$ cat config.mk
export PLATFORM = sky130hd
export DESIGN_NAME = rc4_prga_decrypt
export DESIGN_NICKNAME = d
export VERILOG_FILES = /design/src/rtl/rc4_prga_decrypt.sv
export SDC_FILE = /design/constraint.sdc
export NUM_CORES = 1
export LEC_CHECK = 0
export ABC_AREA = 1
export BUFFER_PORTS_ARGS = -buffer_cell sky130_fd_sc_hd__buf_2
export CORE_ASPECT_RATIO = 1.4
export CORE_MARGIN = 5
export CORE_UTILIZATION = 52
export DETAILED_ROUTE_END_ITERATION = 8
export PLACE_DENSITY = 0.76
export SLEW_MARGIN = 20
export SYNTH_ARGS = -nofsm -noshare
export SYNTH_HDL_FRONTEND = slang
export SYNTH_SLANG_ARGS = --single-unit
$ cat constraint.sdc
create_clock -name clk -period 2.7 [get_ports clk]
set_input_delay 0.54 -clock clk [delete_from_list [all_inputs] [get_ports clk]]
set_output_delay 0.54 -clock clk [all_outputs]
set_load 0.03 [all_outputs]
$ cat src/rtl/rc4_prga_decrypt.sv
// RC4 keystream generator (PRGA) fused with a ciphertext XOR decryptor.
// Walks a pre-scheduled S box in an external synchronous RAM, swaps S[i]/S[j]
// for every byte, reads the keystream byte and the ciphertext byte, and writes
// the plaintext byte into an external result RAM.
// Optional build macro: RC4_VALID_CHECK_EN -- when defined, every plaintext
// byte must be a lowercase letter or a space, otherwise the run ends in FAIL.
module rc4_prga_decrypt #(
  parameter int MSG_LEN = 32,
  parameter int MSG_AW  = $clog2(MSG_LEN)
) (
  input  logic              clk,
  input  logic              rst,
  input  logic              start,
  input  logic [7:0]        q_S,
  output logic [7:0]        address_S,
  output logic [7:0]        data_S,
  output logic              wren_S,
  input  logic [7:0]        q_C,
  output logic [MSG_AW-1:0] address_C,
  output logic [7:0]        data_D,
  output logic [MSG_AW-1:0] address_D,
  output logic              wren_D,
  output logic              done,
  output logic              valid
);

  typedef enum logic [4:0] {
    IDLE, RD_I, WT_I, CALC_J, RD_J, WT_J, SET_I, WR_I, SET_J, WR_J,
    RD_F, WT_F, CALC_D, WR_D, NEXT, DONE, FAIL
  } state_t;

  localparam logic [MSG_AW-1:0] K_LAST = MSG_AW'(MSG_LEN - 1);

  state_t            state, state_next;
  logic [7:0]        i, j, f, si, sj;
  logic [MSG_AW-1:0] k;
  logic [7:0]        plain;
  logic              plain_ok;
  logic              done_next, valid_next;

  // Plaintext byte is available combinationally while both reads are valid.
  assign plain = q_S ^ q_C;

`ifdef RC4_VALID_CHECK_EN
  // Accept only 'a'..'z' or a space.
  assign plain_ok = ((plain >= 8'h61) && (plain <= 8'h7A)) || (plain == 8'h20);
`else
  assign plain_ok = 1'b1;
`endif

  // State register.
  always_ff @(posedge clk or posedge rst) begin
    if (rst) begin
      state <= IDLE;
    end else begin
      state <= state_next;
    end
  end

  // Next-state logic and the single-cycle write strobes.
  always_comb begin
    state_next = state;
    wren_S     = 1'b0;
    wren_D     = 1'b0;
    unique case (state)
      IDLE:    if (start) state_next = RD_I;
      RD_I:    state_next = WT_I;
      WT_I:    state_next = CALC_J;
      CALC_J:  state_next = RD_J;
      RD_J:    state_next = WT_J;
      WT_J:    state_next = SET_I;
      SET_I:   state_next = WR_I;
      WR_I: begin
        wren_S     = 1'b1;
        state_next = SET_J;
      end
      SET_J:   state_next = WR_J;
      WR_J: begin
        wren_S     = 1'b1;
        state_next = RD_F;
      end
      RD_F:    state_next = WT_F;
      WT_F:    state_next = CALC_D;
      CALC_D:  state_next = plain_ok ? WR_D : FAIL;
      WR_D: begin
        wren_D     = 1'b1;
        state_next = NEXT;
      end
      NEXT:    state_next = (k == K_LAST) ? DONE : RD_I;
      DONE:    if (!start) state_next = IDLE;
      FAIL:    if (!start) state_next = IDLE;
      default: state_next = IDLE;
    endcase
  end

  // done/valid are registered; they stay up while the requester keeps start
  // high and fall on the same edge that returns the block to IDLE.
  always_comb begin
    done_next = ((state == DONE) || (state == FAIL)) && start;
`ifdef RC4_VALID_CHECK_EN
    valid_next = (state == DONE) && start;
`else
    valid_next = done_next;
`endif
  end

  // Datapath: indices, swap operands and registered memory addresses/data.
  always_ff @(posedge clk or posedge rst) begin
    if (rst) begin
      i         <= '0;
      j         <= '0;
      k         <= '0;
      f         <= '0;
      si        <= '0;
      sj        <= '0;
      address_S <= '0;
      data_S    <= '0;
      address_C <= '0;
      address_D <= '0;
      data_D    <= '0;
      done      <= 1'b0;
      valid     <= 1'b0;
    end else begin
      done  <= done_next;
      valid <= valid_next;
      unique case (state)
        IDLE: begin
          if (start) begin
            i <= 8'd1;
            j <= 8'd0;
            k <= '0;
          end
        end
        RD_I:   address_S <= i;
        CALC_J: begin
          si <= q_S;
          j  <= j + q_S;
        end
        RD_J:   address_S <= j;
        SET_I: begin
          sj        <= q_S;
          address_S <= i;
          data_S    <= q_S;
        end
        SET_J: begin
          address_S <= j;
          data_S    <= si;
        end
        WR_J:   f <= si + sj;
        RD_F: begin
          address_S <= f;
          address_C <= k;
        end
        CALC_D: begin
          data_D    <= plain;
          address_D <= k;
        end
        NEXT: begin
          if (k != K_LAST) begin
            k <= k + MSG_AW'(1);
            i <= i + 8'd1;
          end
        end
        default: ;
      endcase
    end
  end

endmodule
==> impl_results.md, run 1 <==
- Status: finished clean
- Number of global-route vias before repair: 3,685
- Max Cap Viol: 0
- Leak Pwr: 2.73 nW
- CTS tree: yes
- Startpoint Class: flop
- Synth top area cells: dfrtp_1 48%, nand2_1 17%, o21ai_0 5.8%, nand3_1 5.1%, ha_1 4.8%
- Final min period: 2270 ps
- CP max stage delay: 510 ps
- Total global routing overflow: 0
- Starting DRC count in detailed routing: 271
- Fill cells: 726
- Data required, critical path: 2160 ps
- DIE AREA: 10,500 um2
- Crit Path Max Fanout: 12
- Final Hold Fails: 0
- Final-report setup violation count: 0
- Type of the tightest min-delay check: in -> async
- Detail Placement HPWL: 7750 um
- Syn Area/Cell: 7.97 um2
- CP top delay family: flip-flops
- Worst Path Buf+Inv: 2
- Ports: 57
- Die width: 87.9 um
- Final Skew: 7.38 ps
- # diodes: 0
- DR WL/cell: 14.3 um
- Hold slack: 336 ps
- Routed vias/inst: 5.28
- Netlist Area Pre-Place: 4420 um2
- Clk_lat worst skew: 340 ps
- Clock Pin Slew Worst Setup and Hold Paths: 60 ps
- DRT Wirelength: 10,300 um
- Xor/xnor share of the synthesized area: 0.0337
- PortBufs: 56
- Core ar.: 8250 um2
- RSZ-0062 raised after global routing: false
- Total Neg Setup Slack: 0 ps
- Portion of netlist area occupied by mux cells: 0
- Largest family of logic cells by synthesized area: simple AND/OR/NAND/NOR gates
- Synth Area in Adders: 0.0571
- Post-synthesis compound-gate area fraction: 0.0778
- Register area share after synthesis: 0.475
- Layout Area Growth over Synthesis: 15.9%
- Sinks on the clock net: 84
- H-tree Lvls: 3
- RD Place Congestion: 0.900
- Post-synthesis register bit count: 84
- Post-CTS Setup Bufs: 0
- Pins over their slew limit: 0
- Critical Path End Type: output port
- Clk buf depth: 2
- Cells along the critical path: nand2_2 -> nor2_2 -> inv_1 -> nand2_1 -> buf_2
- Post-Syn Instances: 555
- TritonCTS Buffers: 9
- Vias: 3,805
- Site row count: 39
- # nets final: 652
- CTS Root Cell: clkbuf_16
- Initial antenna violation count: 0
- All-Layer GR Usage: 0.211
- Cts hold-fix bufs: 0
- Post-CTS sizing: 0
- Pwr/cell area: 1240 nW/um2
- Synth top area share: 0.475
- Least-Margin Pin Slew: 767 ps
- Worst Path Arrival: 1730 ps
- Syn Nets: 593
- Max-slew headroom: 0.488
- Routed Antenna Nets: 0
- Die Y: 119 um
- Starting Density: 0.536
- Pwr Total: 6.38 mW
- Top cell type by total area after synthesis: dfrtp_1
- Largest net degree at the start of global routing: 46
- DRC errors left: 0
- VDD IR max: 0.738 mV
- Yosys cell types: 32
- Critical path type: reg -> out
- Syn. warnings: 0
- Period utilization: 0.839
- Worst path slowest cell: dfrtp_1
- Max frequency: 0.441 GHz
- Simple-Gate Fraction of Synth Area: 0.294
- First-pass GRT wire length: 17,200 um
- Share of cells above drive strength 1: 0.162
- DRT Pass-1 Iters: 5
[registers in the layout, summed over array words and instances (netlist names)]
signal and cells:
address_D 5, address_S 8, k 5, i 8
data_D 8, f 8, address_C 5, valid 1
data_S 8, si 8, j 8, sj 8
state 4
[worst min-delay path: stages]
cell	delay, ps
buf_2	110
clkinvlp_4	60
buf_4	400
[cell usage after synthesis (all sizes together)]
master and instances:
inv 56, clkbuf 1, nand4 1, or2 2
a21oi 6, o211ai 1, xor2 7, fa 2
a22oi 1, nand2 201, ha 17, nand3b 5
o21ai 56, buf 9, nand3 46, and2 1
xnor2 10, nor3b 1, nor2 48, dfrtp 84
[through the flow]
step                 util  instances  area [um2]  setup slack, ps
global placement    0.580        705        4790              805
finish              0.621        721        5120              434
global route        0.621        721        5120              274
CTS                 0.621        721        5120              422
detailed placement  0.580        705        4790              777
floorplan               -        555        4430              933
[cell type report]
type                    instances  area (um2)  area share
clock buffers                  13         270      0.0527
clock inverters                 3        67.6      0.0132
inverters                      56         216      0.0422
multi-input cells             405        2050       0.399
flip-flops and latches         84        2100       0.410
well taps                     102         128      0.0249
repair buffers                 58         295      0.0576
[where the power goes]
part | leakage, nW | switching, mW | total (mW) | internal (mW)
sequential | 1.07 | 0.351 | 2.10 | 1.74
combinational | 1.49 | 1.96 | 2.91 | 0.951
clock | 0.162 | 0.484 | 1.37 | 0.886
total | 2.73 | 2.80 | 6.38 | 3.58
[per-layer routing]
metal	part of all wire	wire length, um	up-vias	GRT usage
met2	0.51	5280	105	0.341
li1	-	-	1878	-
met1	0.41	4170	1793	0.263
met3	0.049	503	29	0.0490
met4	0.033	341	0	0.104
met5	0	0	-	0
[cells in the final DEF, fill, tap and decap left out, types with 5 or more instances in the layout]
master	Yosys	layout
xor2_1	7	7
inv_1	51	50
nand3b_1	5	5
o21ai_0	51	51
a21oi_1	6	6
dfrtp_1	84	84
nand2_1	195	195
clkbuf_16	0	9
nand3_1	45	45
nor2_1	39	39
nor2_2	7	7
nand2_2	5	5
ha_1	17	17
buf_2	5	56
xnor2_1	10	10
[final timing paths]
kind                          start      endpoint  slack, ps  cells past startpoint
setup / recovery           state[0]        wren_S        430                      5
hold reg to reg                f[7]          f[7]        480                      2
min in group clk             q_S[6]         si[6]        480                      3
setup reg to reg           state[0]          j[2]        660                      6
max in group asynchronous       rst     data_S[1]       1930                      3
hold / removal                  rst  address_S[6]        340                      3
[cell families after synthesis]
group	Yosys count
AO/OA/AOI/OAI	64
XOR/XNOR	17
adder cells (fa/ha/maj)	19
buffers and inverters	66
flip-flops	84
AND/OR/NAND/NOR	305
Power figures use the tool's default switching activity.
==> run 2, diff against run 1 <==
==> constraint.sdc (replaced) <==
create_clock -name clk -period 2 [get_ports clk]
set_input_delay 0.4 -clock clk [delete_from_list [all_inputs] [get_ports clk]]
set_output_delay 0.4 -clock clk [all_outputs]
set_load 0.03 [all_outputs]
==> impl_results.md, run 2 (same netlist as run 1, synthesis figures left out) <==
- Core ar.: 8250 um2 (unchanged)
- Max frequency: 0.527 GHz
- PortBufs: 56 (unchanged)
- RSZ-0062 raised after global routing: false (unchanged)
- Site row count: 39 (unchanged)
- Pre-CTS WS: 225 ps (was 777 ps)
- Final-report setup violation count: 0 (unchanged)
- Largest net degree at the start of global routing: 37 (was 46)
- Startpoint Class: flop (unchanged)
- Data required, critical path: 1600 ps (was 2160 ps)
- DIE AREA: 10,500 um2 (unchanged)
- DRT Pass-1 Iters: 5 (unchanged)
- TritonCTS Buffers: 9 (unchanged)
- Most frequent cells in the layout: 195 x nand2_1, 82 x dfrtp_1, 55 x buf_2 (was 195 x nand2_1, 84 x dfrtp_1, 56 x buf_2)
- Least-Margin Pin Slew: 598 ps (was 767 ps)
- Placed insts: 711 (was 705)
- Final Skew: 7.67 ps (was 7.38 ps)
- Clk buf depth: 2 (unchanged)
- Die width: 87.9 um (unchanged)
- Layout Area Growth over Synthesis: 17.3% (was 15.9%)
- VDD IR max: 0.992 mV (was 0.738 mV)
- Final min period: 1900 ps
- Routed vias/inst: 5.27 (was 5.28)
- DR WL/cell: 14.6 um (was 14.3 um)
- Share of cells above drive strength 1: 0.174 (was 0.162)
- Critical path type: reg -> out (unchanged)
- Period utilization: 0.949
- Max Cap Viol: 0 (unchanged)
- Die Y: 119 um (unchanged)
- Status: finished clean (unchanged)
- Max-slew headroom: 0.600 (was 0.488)
- Number of global-route vias before repair: 3,773 (was 3,685)
- Clk_lat worst skew: 340 ps (about the same)
- Type of the tightest min-delay check: in -> async (unchanged)
- Hold slack: 130 ps (was 336 ps)
- FF+latch area: 2100 um2 (about the same)
- Vias: 3,830 (was 3,805)
- CTS Root Cell: clkbuf_16 (unchanged)
- CTS tree: yes (unchanged)
- Worst Path Arrival: 1500 ps (was 1730 ps)
- Ports: 57 (unchanged)
- Final Hold Fails: 0 (unchanged)
- DRC errors left: 0 (unchanged)
- RD Place Congestion: 0.862 (was 0.900)
- All-Layer GR Usage: 0.215 (was 0.211)
- Starting Density: 0.536 (unchanged)
- Pwr/cell area: 1660 nW/um2 (was 1240 nW/um2)
- Total Neg Setup Slack: 0 ps (unchanged)
- Final WS setup: 102 ps (was 434 ps)
- Post-CTS Setup Bufs: 0 (unchanged)
- DRT Wirelength: 10,600 um (was 10,300 um)
- Starting DRC count in detailed routing: 310 (was 271)
- Crit Path Max Fanout: 5 (was 12)
- Fill cells: 740 (was 726)
- Pins over their slew limit: 0 (unchanged)
- Critical Path End Type: output port (unchanged)
- # diodes: 0 (unchanged)
- Final core utilization: 0.629 (was 0.621)
- Detail Placement HPWL: 7940 um (was 7750 um)
- First-pass GRT wire length: 17,600 um (was 17,200 um)
- Routed Antenna Nets: 0 (unchanged)
- Sinks on the clock net: 84 (unchanged)
- Initial antenna violation count: 0 (unchanged)
- Post-route insts no fill: 727 (was 721)
- # nets final: 658 (was 652)
- Most common cell after layout, fill and taps aside: nand2_1 (unchanged)
- Total global routing overflow: 0 (unchanged)
- Area of the multi-input gates: 2050 um2 (unchanged)
- Clock Pin Slew Worst Setup and Hold Paths: 60 ps (about the same)
- H-tree Lvls: 3 (unchanged)
- Leak Pwr: 2.76 nW (was 2.73 nW)
==> run 2: cell count changes in the layout (fill, tap and decap cells not counted), sizes merged <==
cell      before  now
buf           58   63
clkinvlp       2    1
clkbuf        13   11
clkinv         0    4
==> run 2: area by class of cell <==
cell class	instances	share of cell area
tap	102	0.0246
timing repair buffer	64	0.0709
clock buffer	10	0.0461
clock inverter	6	0.0169
multi-input combinational	405	0.394
inverter	56	0.0417
sequential	84	0.406
==> run 2: through the flow <==
stage | power [mW] | instance area [um2]
global placement | 6.67 | 4860
global route | 9.32 | 5190
detailed placement | 6.81 | 4860
floorplan | 5.81 | 4430
CTS | 8.65 | 5180
finish | 8.63 | 5190
==> run 2: per-layer routing <==
| metal | part of all wire | wire, um | global-route usage | vias to the layer above |
|---|---|---|---|---|
| li1 | - | - | - | 1890 |
| met1 | 0.40 | 4210 | 0.266 | 1775 |
| met2 | 0.51 | 5370 | 0.353 | 133 |
| met3 | 0.051 | 538 | 0.0359 | 32 |
| met4 | 0.043 | 457 | 0.115 | 0 |
| met5 | 0 | 0 | 0 | - |
==> run 2: path summary, 6_finish.rpt <==
kind	startpoint	endpoint	slack [ps]	depth (start not counted)
hold / removal	rst	address_S[4]	130	2
setup reg to reg	k[0]	k[3]	320	9
setup / recovery	state[2]	wren_S	100	6
hold reg to reg	address_C[2]	address_C[2]	480	2
max in group asynchronous	rst	address_D[4]	1310	3
min in group clk	q_S[6]	si[6]	340	3
==> run 2: report_power, final <==
| part | internal, mW | switching (mW) | total [mW] |
|---|---|---|---|
| Clock | 1.13 | 0.663 | 1.79 |
| Sequential | 2.36 | 0.470 | 2.83 |
| Combinational | 1.33 | 2.68 | 4.01 |
==> run 2: repair_timing <==
item                       in CTS  in global routing
gates resized for setup         0                  3
setup endpoints to repair       0                  1
hold buffers                    0                  0
==> run 2: critical path: stages (launching register included) <==
cell and delay (ps):
dfrtp_1 440, inv_1 140, nand2_1 90, nor2_2 150, inv_1 70, nand2_1 80, clkbuf_4 190
==> run 3, diff against run 2 <==
--- a/config.mk
+++ b/config.mk
@@ -9,9 +9,9 @@
 export BUFFER_PORTS_ARGS = -buffer_cell sky130_fd_sc_hd__buf_2
 export CORE_ASPECT_RATIO = 1.4
 export CORE_MARGIN = 5
-export CORE_UTILIZATION = 52
+export CORE_UTILIZATION = 31
 export DETAILED_ROUTE_END_ITERATION = 8
-export PLACE_DENSITY = 0.76
+export HOLD_SLACK_MARGIN = 0.15
 export SLEW_MARGIN = 20
 export SYNTH_ARGS = -nofsm -noshare
 export SYNTH_HDL_FRONTEND = slang
==> constraint.sdc (replaced) <==
create_clock -name clk -period 1.6 [get_ports clk]
set_input_delay 0.32 -clock clk [delete_from_list [all_inputs] [get_ports clk]]
set_output_delay 0.32 -clock clk [all_outputs]
set_load 0.03 [all_outputs]
==> impl_results.md, run 3 (same netlist as run 1, synthesis figures left out) <==
- Startpoint Class: flop (unchanged)
- Final-report setup violation count: 1 (was 0)
- Hold slack: 273 ps (was 130 ps)
- Fill cells: 1,431 (was 740)
- Pwr Total: 11.3 mW (was 8.63 mW)
- Final min period: 1600 ps
- RD Place Congestion: 0.837 (was 0.862)
- DRT Pass-1 Iters: 4 (was 5)
- Most frequent cells in the layout: 187 x nand2_1, 80 x dfrtp_1, 54 x buf_2 (was 195 x nand2_1, 82 x dfrtp_1, 55 x buf_2)
- Max frequency: 0.624 GHz
- Die width: 111 um (was 87.9 um)
- Largest net degree at the start of global routing: 55 (was 37)
- Max Cap Viol: 0 (unchanged)
- Site row count: 51 (was 39)
- Met1 GRT Util: 0.166 (was 0.266)
- Pins over their slew limit: 0 (unchanged)
- Final Instance Area: 5660 um2 (was 5190 um2)
- DIE AREA: 16,800 um2 (was 10,500 um2)
- Met3 Use GR: 0.0272 (was 0.0359)
- Sinks on the clock net: 84 (unchanged)
- DRC errors left: 0 (unchanged)
- Critical path type: reg -> out (unchanged)
- PortBufs: 56 (unchanged)
- Core ar.: 14,000 um2 (was 8250 um2)
- Period utilization: 1.00
- H-tree Lvls: 3 (unchanged)
- Clk buf depth: 2 (unchanged)
- First-pass GRT wire length: 18,700 um (was 17,600 um)
- DRT Wirelength: 11,700 um (was 10,600 um)
- Clk_lat worst skew: 340 ps (about the same)
- Final WS setup: -3.32 ps (was 102 ps)
- Routed vias/inst: 4.55 (was 5.27)
- Critical Path End Type: output port (unchanged)
- Final Skew: 5.62 ps (was 7.67 ps)
- Failing checks: negative setup slack
- Pwr/cell area: 2000 nW/um2 (was 1660 nW/um2)
- Worst Hold Path Cells: 3
- Layout Area Growth over Synthesis: 28.0% (was 17.3%)
- Type of the tightest min-delay check: in -> reg (was in -> async)
- Detail Placement HPWL: 8780 um (was 7940 um)
- # nets final: 691 (was 658)
- Worst flop-to-flop path startpoint: state[3] (was k[0])
- # diodes: 0 (unchanged)
- Die Y: 151 um (was 119 um)
- Placed Area: 5100 um2 (was 4860 um2)
- Worst Path Arrival: 1280 ps (was 1500 ps)
- Vias: 3,834 (was 3,830)
- Share of cells above drive strength 1: 0.263 (was 0.174)
- Least-Margin Pin Slew: 316 ps (was 598 ps)
- Max-slew headroom: 0.789 (was 0.600)
- Total global routing overflow: 0 (unchanged)
- Crit Path Max Fanout: 4 (was 5)
- Starting DRC count in detailed routing: 148 (was 310)
- Final core utilization: 0.405 (was 0.629)
- Reg2Reg Depth: 9 (unchanged)
- Pre-CTS WS: -83.0 ps (was 225 ps)
- Routed Antenna Nets: 0 (unchanged)
- Starting Density: 0.317 (was 0.536)
- DR WL/cell: 13.8 um (was 14.6 um)
- Ports: 57 (unchanged)
- Post-route insts no fill: 843 (was 727)
- Final Hold Fails: 0 (unchanged)
- CTS tree: yes (unchanged)
- GRT met2 Usage: 0.248 (was 0.353)
- Reg2Reg Capture Point: i[3] (was k[3])
- Placed insts: 813 (was 711)
- Clock Pin Slew Worst Setup and Hold Paths: 60 ps (about the same)
- Global route hottest layer: met2 (unchanged)
- Status: finished, violations left (was finished clean)
- Initial antenna violation count: 0 (unchanged)
- Flop2flop setup slack: 40 ps (was 320 ps)
- Most common cell after layout, fill and taps aside: nand2_1 (unchanged)
- Leak Pwr: 2.92 nW (was 2.76 nW)
- Total Neg Setup Slack: -3.32 ps (was 0 ps)
- Data required, critical path: 1280 ps (was 1600 ps)
- Worst hold endpoint: si[7]
- TritonCTS Buffers: 9 (unchanged)
- Number of global-route vias before repair: 3,824 (was 3,773)
- RSZ-0062 raised after global routing: true (was false)
- All-Layer GR Usage: 0.140 (was 0.215)
- Min-delay src: q_S[7]
- CTS Root Cell: clkbuf_16 (unchanged)
- VDD IR max: 0.843 mV (was 0.992 mV)
==> run 3: changes by cell type in the layout (fill, tap and decap cells not counted), moves of 5 or more <==
cell     before  now
buf_4         6   37
ha_1         17   12
inv_1        50   41
inv_2         4   10
nand2_1     195  187
nand3_2       0    5
o21ai_0      51   43
o21ai_1       2    9
==> run 3: worst max-delay path by stage <==
| stage | start | slack (ps) | cells past startpoint | end |
|---|---|---|---|---|
| after CTS | state[3] | -80 | 5 | wren_D |
| after detailed placement | q_S[0] | -80 | 9 | j[6] |
| after global routing | state[3] | -100 | 9 | i[4] |
| final | state[2] | -3 | 6 | wren_S |
| after global placement | q_S[0] | -70 | 9 | j[6] |
| after floorplan | state[1] | 50 | 6 | wren_S |
==> run 3: area by class of cell <==
| class | instances | area, um2 | area share |
|---|---|---|---|
| clock buffers | 13 | 270 | 0.0477 |
| clock inverters | 3 | 20.0 | 0.00354 |
| inverters | 56 | 226 | 0.0400 |
| multi-input cells | 406 | 2180 | 0.386 |
| flip-flops and latches | 84 | 2110 | 0.372 |
| well taps | 185 | 231 | 0.0409 |
| repair buffers | 96 | 621 | 0.110 |
==> run 3: timing repair <==
| item | 4_1_cts | 5_1_grt |
|---|---|---|
| hold buffers | 1 | 0 |
| setup endpoints to repair | 13 | 38 |
| gates resized for setup | 15 | 44 |
| pin swaps | 4 | 7 |
| setup buffers | 5 | 7 |
| cloned | 1 | 0 |
| endpoints found under the hold margin | 84 | 0 |
==> run 3: critical path, stage by stage (launching register included) <==
cell and delay (ps):
dfrtp_2 450, inv_4 100, nand2_4 60, nor2_4 90, inv_2 50, nand2_2 70
buf_6 130
==> run 3: per-layer routing <==
metal / vias up / part of all wire
met1: 1808 / 0.43
met4: 0 / 0.020
met3: 21 / 0.023
met2: 53 / 0.53
li1: 1952 / -
met5: - / 0
==> run 3: where the power goes <==
part | switching [mW] | internal, mW | leakage (nW)
registers | 0.616 | 2.95 | 1.07
clock network | 0.825 | 1.18 | 0.138
logic | 3.62 | 2.12 | 1.72
